`src/rtl/alarm_controller.sv`:
```
// Alarm clock controller: arms on enable, rings on a fresh time match, and handles
// snooze, stop and ring timeout. All outputs are registered.
module alarm_controller #(
  parameter int unsigned SNOOZE_MINUTES   = 9,
  parameter int unsigned RING_TIMEOUT_SEC = 600,
  parameter int unsigned MAX_SNOOZES      = 3
)(
  input  logic        i_Clk_5MHz,
  input  logic        i_Reset,
  input  logic        i_Sec_Tick,
  input  logic [15:0] i_Current_Time,
  input  logic        i_Current_PM,
  input  logic [15:0] i_Alarm_Time,
  input  logic        i_Alarm_PM,
  input  logic        i_Alarm_Enable,
  input  logic        i_Set_Mode,
  input  logic        i_Snooze,
  input  logic        i_Stop,
  output logic [1:0]  o_State,
  output logic        o_Buzzer,
  output logic [2:0]  o_Snooze_Count
);

  typedef enum logic [1:0] {
    IDLE    = 2'd0,
    ARMED   = 2'd1,
    RINGING = 2'd2,
    SNOOZE  = 2'd3
  } state_e;

  localparam logic [11:0] RING_LAST = 12'(RING_TIMEOUT_SEC - 1);
  localparam logic [9:0]  SNZ_LOAD  = 10'(SNOOZE_MINUTES * 60);
  localparam logic [2:0]  MAX_SNZ   = 3'(MAX_SNOOZES);

  state_e      state_q, state_d;
  logic [11:0] ring_q, ring_d;
  logic [9:0]  snz_q, snz_d;
  logic [2:0]  cnt_q, cnt_d;
  logic        phase_q, phase_d;
  logic        buz_q;
  logic        match, match_q, trigger;

  // Edge-detect the match so a whole matching minute fires only once.
  assign match   = ({i_Current_PM, i_Current_Time} == {i_Alarm_PM, i_Alarm_Time});
  assign trigger = match & ~match_q & ~i_Set_Mode;

  always_comb begin
    state_d = state_q;
    ring_d  = ring_q;
    snz_d   = snz_q;
    cnt_d   = cnt_q;
    phase_d = phase_q;
    if (!i_Alarm_Enable) begin
      state_d = IDLE;
      ring_d  = '0;
      snz_d   = '0;
      cnt_d   = '0;
      phase_d = 1'b0;
    end else begin
      case (state_q)
        IDLE: state_d = ARMED;
        ARMED: begin
          if (trigger) begin
            state_d = RINGING;
            ring_d  = '0;
            cnt_d   = '0;
            phase_d = 1'b1;
          end
        end
        RINGING: begin
          if (i_Stop) begin
            state_d = ARMED;
            cnt_d   = '0;
          end else if (i_Snooze && (cnt_q < MAX_SNZ)) begin
            state_d = SNOOZE;
            cnt_d   = cnt_q + 3'd1;
            snz_d   = SNZ_LOAD;
          end else if (i_Snooze) begin
            state_d = ARMED;
            cnt_d   = '0;
          end else if (i_Sec_Tick) begin
            if (ring_q == RING_LAST) begin
              state_d = ARMED;
              cnt_d   = '0;
            end else begin
              ring_d  = ring_q + 12'd1;
              phase_d = ~phase_q;
            end
          end
        end
        SNOOZE: begin
          if (i_Stop) begin
            state_d = ARMED;
            cnt_d   = '0;
          end else if (i_Sec_Tick) begin
            snz_d = snz_q - 10'd1;
            if (snz_q == 10'd1) begin
              state_d = RINGING;
              ring_d  = '0;
              phase_d = 1'b1;
            end
          end
        end
        default: state_d = IDLE;
      endcase
    end
  end

  always_ff @(posedge i_Clk_5MHz) begin
    if (i_Reset) begin
      state_q <= IDLE;
      ring_q  <= '0;
      snz_q   <= '0;
      cnt_q   <= '0;
      phase_q <= 1'b0;
      buz_q   <= 1'b0;
      match_q <= 1'b1;  // a match held across reset release must not ring
    end else begin
      state_q <= state_d;
      ring_q  <= ring_d;
      snz_q   <= snz_d;
      cnt_q   <= cnt_d;
      phase_q <= phase_d;
      buz_q   <= (state_d == RINGING) & phase_d;
      match_q <= match;
    end
  end

  assign o_State        = state_q;
  assign o_Buzzer       = buz_q;
  assign o_Snooze_Count = cnt_q;

endmodule
```
`config.mk`:
```
export PLATFORM = sky130hd
export DESIGN_NAME = alarm_controller
export DESIGN_NICKNAME = d
export VERILOG_FILES = /design/src/rtl/alarm_controller.sv
export SDC_FILE = /design/constraint.sdc
export NUM_CORES = 1
export LEC_CHECK = 0
export ABC_AREA = 1
export BUFFER_PORTS_ARGS = -buffer_cell sky130_fd_sc_hd__buf_2
export CELL_PAD_IN_SITES_DETAIL_PLACEMENT = 1
export CELL_PAD_IN_SITES_GLOBAL_PLACEMENT = 2
export CORE_MARGIN = 4
export CORE_UTILIZATION = 25
export DETAILED_ROUTE_END_ITERATION = 8
export GPL_TIMING_DRIVEN = 0
export PLACE_DENSITY = 0.79
export SLEW_MARGIN = 15
export SYNTH_ARGS = -nofsm -noshare
export SYNTH_HDL_FRONTEND = slang
export SYNTH_SLANG_ARGS = --single-unit
```
`constraint.sdc`:
```
create_clock -name i_Clk_5MHz -period 1.6 [get_ports i_Clk_5MHz]
set_input_delay 0.16 -clock i_Clk_5MHz [delete_from_list [all_inputs] [get_ports i_Clk_5MHz]]
set_output_delay 0.16 -clock i_Clk_5MHz [all_outputs]
set_load 0.02 [all_outputs]
```
==> parameters.txt, run 1 <==
Parameter                              Value

Power
  Sequential group share of total power    38.5%
  Sw frac    between 20% and 30%
  Internal power    1.52 mW
  Clock group share of total power    49.8%
  Max VDD drop    0.404 mV
  Net switching component of the power    roughly 450 uW
  Relative contribution of combinational cells to total power    between 10% and 20%
  Power density over the cells    ~700 mW/mm2
  Total power    1.96 mW
  Total leakage power    1.16 nW

CTS
  Depth of the CTS H-tree    2
  Clock tree from TritonCTS    built
  Clock tree root driver cell    sky130_fd_sc_hd__clkbuf_8
  Clk_lat worst skew    0.28 ns
  Maximum number of buffers from clock root to sink    2
  Number of buffers added to fix hold violations after cts    0
  # clock sinks    30
  Number of buffers added by the clock tree synthesis step    5
  Post-CTS clock slew at the launch and capture registers of the worst setup and hold paths    0.07 ns

STA
  Unrepaired setup endpoints after global routing    true
  Share of the clock period used by the worst path after layout    105%
  Transition time at the pin with the least slew margin    ~0.54 ns
  Final-layout worst hold slack    0.0801 ns
  Achievable frequency    597 MHz
  Number of failing setup endpoints in the final timing report    13
  Final slew viol count    0
  Max-slew headroom    between 60 and 70%
  Minimum clock period after layout    approximately 1.7 ns
  Number of hold-slack violations in the final timing report    0
  Setup Skew    0.00748 ns
  Min setup slack post-route    -0.0745 ns

Final layout
  Growth of design area from synthesis to finish    32.7%
  Final standard cell count with taps included and fillers excluded    497
  Diode insertion count for antenna repair    0
  Post-layout nets    around 440
  Final std cell area, no fill    0.00283 mm2
  Share of post-route cells with drive strength above 1    between 30% and 40%

Worst setup path
  Critical Path Max Stage Delay    0.33 ns
  Chain of cells forming the critical path    inv_2, ha_4, nor3b_2, nand3_1, nand2_1, nand3_2, a21oi_4, nand2_2, buf_6, nand2_1, a21oi_1
  Worst Path Required    ~1.7 ns
  Number of buffer and inverter instances along the worst setup path    2
  Type of element capturing the critical path    register
  Flop-to-flop setup slack    -0.07 ns
  Crit path launch type    register
  Reg-to-reg critical path startpoint    snz_q[1]
  CP Data Arrival Time    ~1.8 ns
  Cell with the largest stage delay on the worst path    sky130_fd_sc_hd__dfxtp_2
  Worst Path Max Fanout    5
  Worst setup path start    snz_q[1]
  Worst Path Class, Setup    register to register
  Most frequent cell on the critical path    sky130_fd_sc_hd__nand2_1
  Crit path max-delay family    simple AND/OR/NAND/NOR gates

Floorplanning
  Overall die area    approximately 0.010 mm2
  Initial Utilization    between 20% and 30%
  Core region area    roughly 0.0083 mm2
  Number of placed I/O pins    47
  Floorplan die height    100 um
  Horizontal extent of the die    100 um
  Count of standard-cell rows    33

Route
  Drt drc    0
  Via count    roughly 2,300
  First-pass iteration count of the detailed router    4
  Iteration-0 DRC count of the detailed router    20
  Per-cell routed wire length    13.0 um
  Residual antenna-violating net count after detailed routing    0
  Drt via density    4.59
  Overall routed net length    6440 um

Place
  Total instance count after detailed placement    482
  Post-detailed-placement half-perimeter wirelength    4990 um
  Post-detailed-placement cell area    0.00250 mm2
  Routability-driven placement congestion ratio    roughly 0.82
  Worst setup slack after placement    -0.204 ns
  Port-buffer cells    46

Global route
  Global-route total usage across every layer    13.2%
  Pin count of the biggest net entering global routing    12
  Antenna violations before repair    0
  First-pass GRT wire length    approximately 11,000 um
  Sum of overflow across all layers after global routing    0
  Number of global-route vias before repair    about 2,400

Hold path
  Worst min path class    input port to register
  Launch point of the worst hold path    i_Reset

Outcome
  Violations in the final reports    setup timing
  Status    finished with violations

Synth
  Average cell area after synthesis    6.45 um2
  Total of flip-flops plus latches after synthesis    30
  Fraction of synthesized area in multiplexers    0%
  Net count of the mapped netlist    ~380
  Combinational family with the most area after synthesis    simple AND/OR/NAND/NOR gates
  Number of different library cells in the post-synthesis netlist    31
  Synth Warn #    0
  Simple-Gate Fraction of Synth Area    40.8%
  Part of the Yosys area used for sequential elements    between 20% and 30%
  Arithmetic-cell share of the synthesized area counting full adders, half adders and majority gates    2.34%
  Netlist Area Pre-Place    0.00214 mm2
  XOR/XNOR share of the synthesized area    8.20%
  Synth Area in Compound Gates    10.1%
  Post-Syn Instances    331

Flow run
  Number of maximum-capacitance violations    0
placed cells by master, fill, tap and decap left out, types with 3 or more instances in the layout:
master                     Yosys  routed
sky130_fd_sc_hd__nand2_2       5      13
sky130_fd_sc_hd__inv_2         7       8
sky130_fd_sc_hd__buf_6         3       4
sky130_fd_sc_hd__clkbuf_8      0       6
sky130_fd_sc_hd__nor2_4        4       7
sky130_fd_sc_hd__buf_2         0      46
sky130_fd_sc_hd__nor2_2        4       4
sky130_fd_sc_hd__nor2_1       47      44
sky130_fd_sc_hd__dfxtp_1      30      24
sky130_fd_sc_hd__a31oi_1       5       5
sky130_fd_sc_hd__nand3_2       3       6
sky130_fd_sc_hd__nand2_1      78      70
sky130_fd_sc_hd__xor2_1        9       9
sky130_fd_sc_hd__o21ai_0       4       3
sky130_fd_sc_hd__a21oi_2       2       4
sky130_fd_sc_hd__nor3_1       10      10
sky130_fd_sc_hd__a21oi_1      20      17
sky130_fd_sc_hd__xnor2_1      11      11
sky130_fd_sc_hd__nand4_1       3       3
sky130_fd_sc_hd__nand3_1      28      24
sky130_fd_sc_hd__inv_1        39      38
sky130_fd_sc_hd__buf_4         0       7
sky130_fd_sc_hd__dfxtp_2       0       5
power groups by stage:
stage / clock (mW) / combinational (mW) / sequential [mW]
3_5_place_dp: 0 / 0.217 / 0.773
5_1_grt: 1.04 / 0.263 / 0.755
6_report: 0.978 / 0.230 / 0.755
3_3_place_gp: 0 / 0.211 / 0.773
4_1_cts: 1.00 / 0.229 / 0.755
2_1_floorplan: 0 / 0.120 / 0.774
cells by family after synthesis:
| kind of cell | after synthesis |
|---|---|
| flops | 30 |
| fa+ha+maj | 4 |
| compound gates | 37 |
| buf+inv | 53 |
| simple gates | 187 |
| xor+xnor | 20 |
metal layers:
metal  share of wire [%]  up-vias  track usage, %
li1                    -     1170               -
met1                  44     1076            16.0
met2                  52       29            23.7
met3                 2.4        6            2.85
met4                 1.1        0            3.11
met5                   0        -               0
per-stage QoR:
stage / util [%] / setup TNS [ns]
6_report: 34.3 / -0.651
5_1_grt: 34.3 / -3.00
4_1_cts: 33.6 / -0.454
3_5_place_dp: 30.2 / -3.13
3_3_place_gp: 30.2 / -2.95
2_1_floorplan: - / 0
cells in the mapped netlist:
cell type	count	area, um2
sky130_fd_sc_hd__a211oi_2	1	12.5
sky130_fd_sc_hd__a21boi_0	1	7.51
sky130_fd_sc_hd__a21o_1	1	7.51
sky130_fd_sc_hd__a21oi_1	20	100
sky130_fd_sc_hd__a21oi_2	2	17.5
sky130_fd_sc_hd__a31oi_1	5	31.3
sky130_fd_sc_hd__buf_6	3	33.8
sky130_fd_sc_hd__clkbuf_1	3	11.3
sky130_fd_sc_hd__dfxtp_1	30	601
sky130_fd_sc_hd__ha_1	4	50.1
sky130_fd_sc_hd__inv_1	39	146
sky130_fd_sc_hd__inv_2	7	26.3
sky130_fd_sc_hd__inv_4	1	6.26
sky130_fd_sc_hd__nand2_1	78	293
sky130_fd_sc_hd__nand2_2	5	31.3
sky130_fd_sc_hd__nand3_1	28	140
sky130_fd_sc_hd__nand3_2	3	30.0
sky130_fd_sc_hd__nand3_4	1	17.5
sky130_fd_sc_hd__nand4_1	3	18.8
sky130_fd_sc_hd__nand4_4	1	21.3
sky130_fd_sc_hd__nor2_1	47	176
sky130_fd_sc_hd__nor2_2	4	25.0
sky130_fd_sc_hd__nor2_4	4	45.0
sky130_fd_sc_hd__nor3_1	10	50.1
sky130_fd_sc_hd__nor3b_1	3	22.5
sky130_fd_sc_hd__o21a_1	1	7.51
sky130_fd_sc_hd__o21ai_0	4	20.0
sky130_fd_sc_hd__o21ai_1	1	5.00
sky130_fd_sc_hd__o22ai_1	1	6.26
sky130_fd_sc_hd__xnor2_1	11	96.3
sky130_fd_sc_hd__xor2_1	9	78.8
area by class of cell:
class / count / area (um2)
Tap cell: 105 / 131
Fill cell: 1073 / 5420
Sequential cell: 30 / 611
Timing Repair Buffer: 54 / 294
Inverter: 47 / 179
Clock inverter: 2 / 60.1
Clock buffer: 6 / 82.6
Multi-Input combinational cell: 248 / 1430
Buffer: 5 / 42.5
state kept, by name (all words and copies together), names as in the netlist:
signal	flops
match_q	1
phase_q	1
snz_q	10
o_Snooze_Count	3
o_Buzzer	1
ring_q	12
o_State	2
final timing paths:
check	to	depth (start not counted)
max	ring_q[10]	11
min	phase_q	2
max reg2reg	ring_q[10]	11
min reg2reg	snz_q[6]	1
what timing repair did:
action | CTS | global route
setup endpoints to repair | 19 | 28
gates cloned | 1 | 0
endpoints found under the hold margin | 0 | 0
buffers inserted | 6 | 3
gates resized for setup | 26 | 17
pin swaps | 5 | 10
(Power assumes the default switching activity.)
==> inputs of run 2 (changes only) <==
- BUFFER_PORTS_ARGS: -buffer_cell sky130_fd_sc_hd__buf_2 -> -buffer_cell sky130_fd_sc_hd__buf_4
==> parameters.txt, run 2 (synthesized netlist as in run 1, its figures left out) <==
Parameter                              Value

Outcome
  Status    finished with violations
  Violations in the final reports    setup timing

CTS
  Depth of the CTS H-tree    2
  Number of buffers added to fix hold violations after cts    0
  Clock tree from TritonCTS    built
  Clock tree root driver cell    sky130_fd_sc_hd__clkbuf_8
  Maximum number of buffers from clock root to sink    2
  Clk_lat worst skew    approximately 0.28 ns
  # clock sinks    30
  Number of buffers added by the clock tree synthesis step    5
  Post-CTS clock slew at the launch and capture registers of the worst setup and hold paths    0.07 ns

STA
  Max-slew headroom    between 60% and 70%
  Total Negative Setup Slacks    -0.707 ns
  Number of hold-slack violations in the final timing report    0
  Minimum clock period after layout    roughly 1.7 ns
  Achievable frequency    599 MHz
  Setup Skew    0.00253 ns
  Final slew viol count    0
  Min setup slack post-route    -0.0682 ns
  Transition time at the pin with the least slew margin    0.569 ns
  Share of the clock period used by the worst path after layout    104%
  Number of failing setup endpoints in the final timing report    14
  Unrepaired setup endpoints after global routing    true

Power
  Max VDD drop    between 0.3 and 0.4 mV
  Power density over the cells    566 mW/mm2
  Total leakage power    ~1.2 nW
  Total power    about 1.7 mW

Route
  Residual antenna-violating net count after detailed routing    0
  Per-cell routed wire length    13.3 um
  Iteration-0 DRC count of the detailed router    33
  Via count    2,281
  First-pass iteration count of the detailed router    4
  Overall routed net length    ~6700 um
  Drt drc    0
  Drt via density    4.54

Final layout
  Growth of design area from synthesis to finish    37.9%
  Commonest non-fill, non-tap cell in the layout    sky130_fd_sc_hd__nand2_1
  Top reg by flops    ring_q
  Diode insertion count for antenna repair    0
  Most frequent cells in the layout    sky130_fd_sc_hd__nand2_1 (69), sky130_fd_sc_hd__buf_4 (58), sky130_fd_sc_hd__nor2_1 (44), sky130_fd_sc_hd__inv_1 (37), sky130_fd_sc_hd__nand3_1 (24)
  Final std cell area, no fill    0.00295 mm2
  Share of post-route cells with drive strength above 1    32.2%
  Number of flip-flops in the largest register    12
  Post-layout nets    441

Global route
  Number of global-route vias before repair    2,383
  Sum of overflow across all layers after global routing    0
  First-pass GRT wire length    10,900 um
  Global-route total usage across every layer    13.4%
  Antenna violations before repair    0
  Pin count of the biggest net entering global routing    12

Place
  Post-detailed-placement cell area    between 0.002 and 0.003 mm2
  Port-buffer cells    46
  Routability-driven placement congestion ratio    approximately 0.76
  Worst setup slack after placement    -0.244 ns
  Post-detailed-placement half-perimeter wirelength    about 5000 um

Floorplanning
  Count of standard-cell rows    33
  Floorplan die height    about 100 um
  Overall die area    between 0.01 and 0.015 mm2
  Initial Utilization    25.9%
  Horizontal extent of the die    100 um
  Number of placed I/O pins    47
  Core region area    about 0.0083 mm2

Flow run
  Number of maximum-capacitance violations    0

Worst setup path
  Type of element capturing the critical path    register
  Worst Path Required    1.74 ns
  Worst Path Class, Setup    register to register
  Crit path launch type    register
  CP Data Arrival Time    roughly 1.8 ns
  Worst Path Max Fanout    5

Hold path
  Worst min path class    input port to register
run 2: cell count changes in the layout (fill, tap and decap cells not counted), moves of 2 or more:
cell	change
sky130_fd_sc_hd__clkbuf_1	+2
sky130_fd_sc_hd__buf_2	-46
sky130_fd_sc_hd__bufinv_16	-2
sky130_fd_sc_hd__nand2_4	+2
sky130_fd_sc_hd__dfxtp_4	+2
sky130_fd_sc_hd__buf_4	+51
run 2: power by group:
part           total, mW  leakage, nW  switching (mW)  internal [mW]
logic              0.258        0.911           0.128          0.131
registers          0.753        0.246         0.00636          0.746
clock network      0.657       0.0482           0.309          0.347
run 2: path summary, 6_finish.rpt:
kind	slack (ns)	endpoint	cells past startpoint	startpoint
min	0.07	o_State[0]	2	i_Reset
min reg2reg	0.46	snz_q[6]	1	snz_q[6]
max	-0.07	ring_q[2]	11	snz_q[1]
max reg2reg	-0.07	ring_q[2]	11	snz_q[1]
run 2: repair_timing:
item	CTS	global route
endpoints found under the hold margin	0	0
pin swaps	5	3
gates cloned	1	0
setup endpoints to repair	22	24
buffers inserted	8	4
gates resized for setup	26	21
run 2: layout make-up:
| cell class | count | area (um2) |
|---|---|---|
| fillers | 1078 | 5310 |
| multi-input cells | 248 | 1440 |
| flip-flops and latches | 30 | 617 |
| repair buffers | 59 | 447 |
| inverters | 47 | 179 |
| well taps | 105 | 131 |
| clock buffers | 7 | 86.3 |
| plain buffers | 5 | 41.3 |
| clock inverters | 1 | 5.00 |
run 2: worst max-delay path: stages (launching register included):
cell	delay, ns
sky130_fd_sc_hd__dfxtp_2	0.32
sky130_fd_sc_hd__inv_2	0.07
sky130_fd_sc_hd__ha_4	0.12
sky130_fd_sc_hd__nor3b_2	0.15
sky130_fd_sc_hd__nand3_1	0.10
sky130_fd_sc_hd__nand2_1	0.09
sky130_fd_sc_hd__nand3_2	0.09
sky130_fd_sc_hd__a21oi_4	0.22
sky130_fd_sc_hd__nand2_4	0.10
sky130_fd_sc_hd__buf_6	0.15
sky130_fd_sc_hd__nand2_1	0.05
sky130_fd_sc_hd__a21oi_1	0.06
run 2: routing by layer:
layer	global-route usage [%]	wire length, um
met5	0	0
met4	2.28	37
met3	2.71	164
met2	25.0	3530
met1	16.0	2960
run 2: metrics by stage:
step                utilization [%]  cells  hold WS [ns]
finish                         35.7    502        0.0678
global route                   35.7    502        0.0725
CTS                            34.5    498        0.0633
detailed placement             31.6    482         0.364
global placement               31.6    482         0.363
floorplan                         -    331         0.232
==> inputs of run 3 (changes only) <==
- SETUP_SLACK_MARGIN: not set -> 0.3
==> parameters.txt, run 3 (synthesized netlist as in run 1, its figures left out) <==
Parameter                              Value

Outcome
  Status    finished with violations
  Violations in the final reports    setup timing

Route
  Overall routed net length    around 7000 um
  Per-cell routed wire length    13.8 um
  Iteration-0 DRC count of the detailed router    38
  Drt via density    4.66
  First-pass iteration count of the detailed router    4
  Drt drc    0
  Residual antenna-violating net count after detailed routing    0
  Via count    ~2,400

Worst setup path
  Worst Path Max Fanout    5
  Type of element capturing the critical path    register
  CP Data Arrival Time    ~1.9 ns
  Worst Path Class, Setup    register to register
  Crit path launch type    register
  Worst Path Required    1.75 ns

Floorplanning
  Horizontal extent of the die    between 100 and 150 um
  Number of placed I/O pins    47
  Count of standard-cell rows    33
  Floorplan die height    approximately 100 um
  Overall die area    between 0.01 and 0.015 mm2
  Core region area    0.00826 mm2
  Initial Utilization    25.9%

Power
  Total power    1.83 mW
  Relative contribution of combinational cells to total power    15.6%
  Total leakage power    1.28 nW
  Clock group share of total power    43.3%
  Internal power    about 1.3 mW
  Net switching component of the power    ~480 uW
  Max VDD drop    0.279 mV
  Sequential group share of total power    41.1%
  Power density over the cells    575 mW/mm2
  Sw frac    26.3%

STA
  Final slew viol count    0
  Unrepaired setup endpoints after global routing    true
  Setup Skew    0.00552 ns
  Number of hold-slack violations in the final timing report    0
  Number of failing setup endpoints in the final timing report    12
  Max-slew headroom    56.5%
  Transition time at the pin with the least slew margin    0.652 ns
  Achievable frequency    569 MHz
  Minimum clock period after layout    1.76 ns
  Min setup slack post-route    -0.158 ns
  Share of the clock period used by the worst path after layout    110%

Place
  Post-detailed-placement half-perimeter wirelength    5060 um
  Port-buffer cells    between 40 and 50
  Routability-driven placement congestion ratio    0.784
  Post-detailed-placement cell area    about 0.0027 mm2

Global route
  Pin count of the biggest net entering global routing    11
  Sum of overflow across all layers after global routing    0
  Antenna violations before repair    0
  Global-route total usage across every layer    14.2%
  First-pass GRT wire length    11,500 um
  Number of global-route vias before repair    2,485

CTS
  Clock tree root driver cell    sky130_fd_sc_hd__clkbuf_8
  Clk_lat worst skew    0.30 ns
  Clock tree from TritonCTS    built
  # clock sinks    30
  Maximum number of buffers from clock root to sink    2
  Depth of the CTS H-tree    2
  Number of buffers added to fix hold violations after cts    0
  Number of buffers added by the clock tree synthesis step    5
  Post-CTS clock slew at the launch and capture registers of the worst setup and hold paths    about 0.070 ns

Final layout
  Most frequent cells in the layout    sky130_fd_sc_hd__buf_4 (64), sky130_fd_sc_hd__nand2_1 (61), sky130_fd_sc_hd__nor2_1 (38), sky130_fd_sc_hd__inv_1 (35), sky130_fd_sc_hd__nand3_1 (25)
  Post-layout nets    453
  Commonest non-fill, non-tap cell in the layout    sky130_fd_sc_hd__buf_4
  Final std cell area, no fill    0.00318 mm2
  Share of the core filled with cells    between 30% and 40%
  # fillers    1,056
  Growth of design area from synthesis to finish    48.9%
  Share of post-route cells with drive strength above 1    between 40 and 50%
  Diode insertion count for antenna repair    0
  Top reg by flops    ring_q
  Number of flip-flops in the largest register    12

Hold path
  Worst min path class    input port to register

Flow run
  Number of maximum-capacitance violations    0
run 3: final cells by class:
class	instances	area [um2]	share of cell area (%)
Timing Repair Buffer	70	548	17.2
Clock inverter	3	40.0	1.26
Buffer	6	46.3	1.46
Inverter	47	184	5.79
Sequential cell	30	626	19.7
Clock buffer	5	68.8	2.16
Tap cell	105	131	4.13
Multi-Input combinational cell	248	1540	48.3
run 3: power groups by stage:
| stage | registers [mW] | logic [mW] | clock network, mW |
|---|---|---|---|
| floorplan | 0.772 | 0.120 | 0 |
| global placement | 0.771 | 0.241 | 0 |
| detailed placement | 0.771 | 0.246 | 0 |
| CTS | 0.753 | 0.267 | 0.820 |
| global route | 0.752 | 0.319 | 0.854 |
| finish | 0.751 | 0.286 | 0.792 |
run 3: final timing paths:
kind | start | end | slack [ns] | depth (start not counted)
worst max-delay path | snz_q[1] | ring_q[7] | -0.16 | 11
worst min-delay path | i_Reset | o_State[0] | 0.04 | 2
worst max register to register | snz_q[1] | ring_q[7] | -0.16 | 11
worst min register to register | snz_q[6] | snz_q[6] | 0.45 | 1
run 3: critical path, cell delays in order (launching register included):
cell	delay [ns]
sky130_fd_sc_hd__dfxtp_2	0.33
sky130_fd_sc_hd__inv_2	0.08
sky130_fd_sc_hd__ha_4	0.13
sky130_fd_sc_hd__nor3b_4	0.18
sky130_fd_sc_hd__nand3_2	0.10
sky130_fd_sc_hd__nand2_2	0.08
sky130_fd_sc_hd__nand3_2	0.09
sky130_fd_sc_hd__a21oi_4	0.25
sky130_fd_sc_hd__nand2_4	0.11
sky130_fd_sc_hd__buf_6	0.16
sky130_fd_sc_hd__nand2_2	0.05
sky130_fd_sc_hd__a21oi_1	0.05
run 3: routing by layer:
metal  routed length (um)  share of wire, %  GRT usage (%)  vias up
met1                 3120                44           17.2     1137
met2                 3640                51           25.5       37
met5                    0                 0              0        -
met4                  162               2.3           4.35        0
li1                     -                 -              -     1207
met3                  179               2.5           2.08       16
run 3: repair_timing:
item	4_1_cts	5_1_grt
setup buffers	13	9
endpoints found under the setup margin	29	29
pin swaps	12	19
cloned	1	1
endpoints found under the hold margin	0	0
gates resized for setup	34	44
run 3: per-stage QoR:
stage | std cells | setup WS (ns) | hold WS (ns) | setup TNS (ns)
4_1_cts | 504 | -0.0941 | 0.0413 | -1.04
3_3_place_gp | 482 | -0.126 | 0.355 | -1.82
6_report | 514 | -0.158 | 0.0404 | -1.71
3_5_place_dp | 482 | -0.139 | 0.358 | -1.85
5_1_grt | 514 | -0.269 | 0.0483 | -3.42
2_1_floorplan | 331 | 0.136 | 0.223 | 0
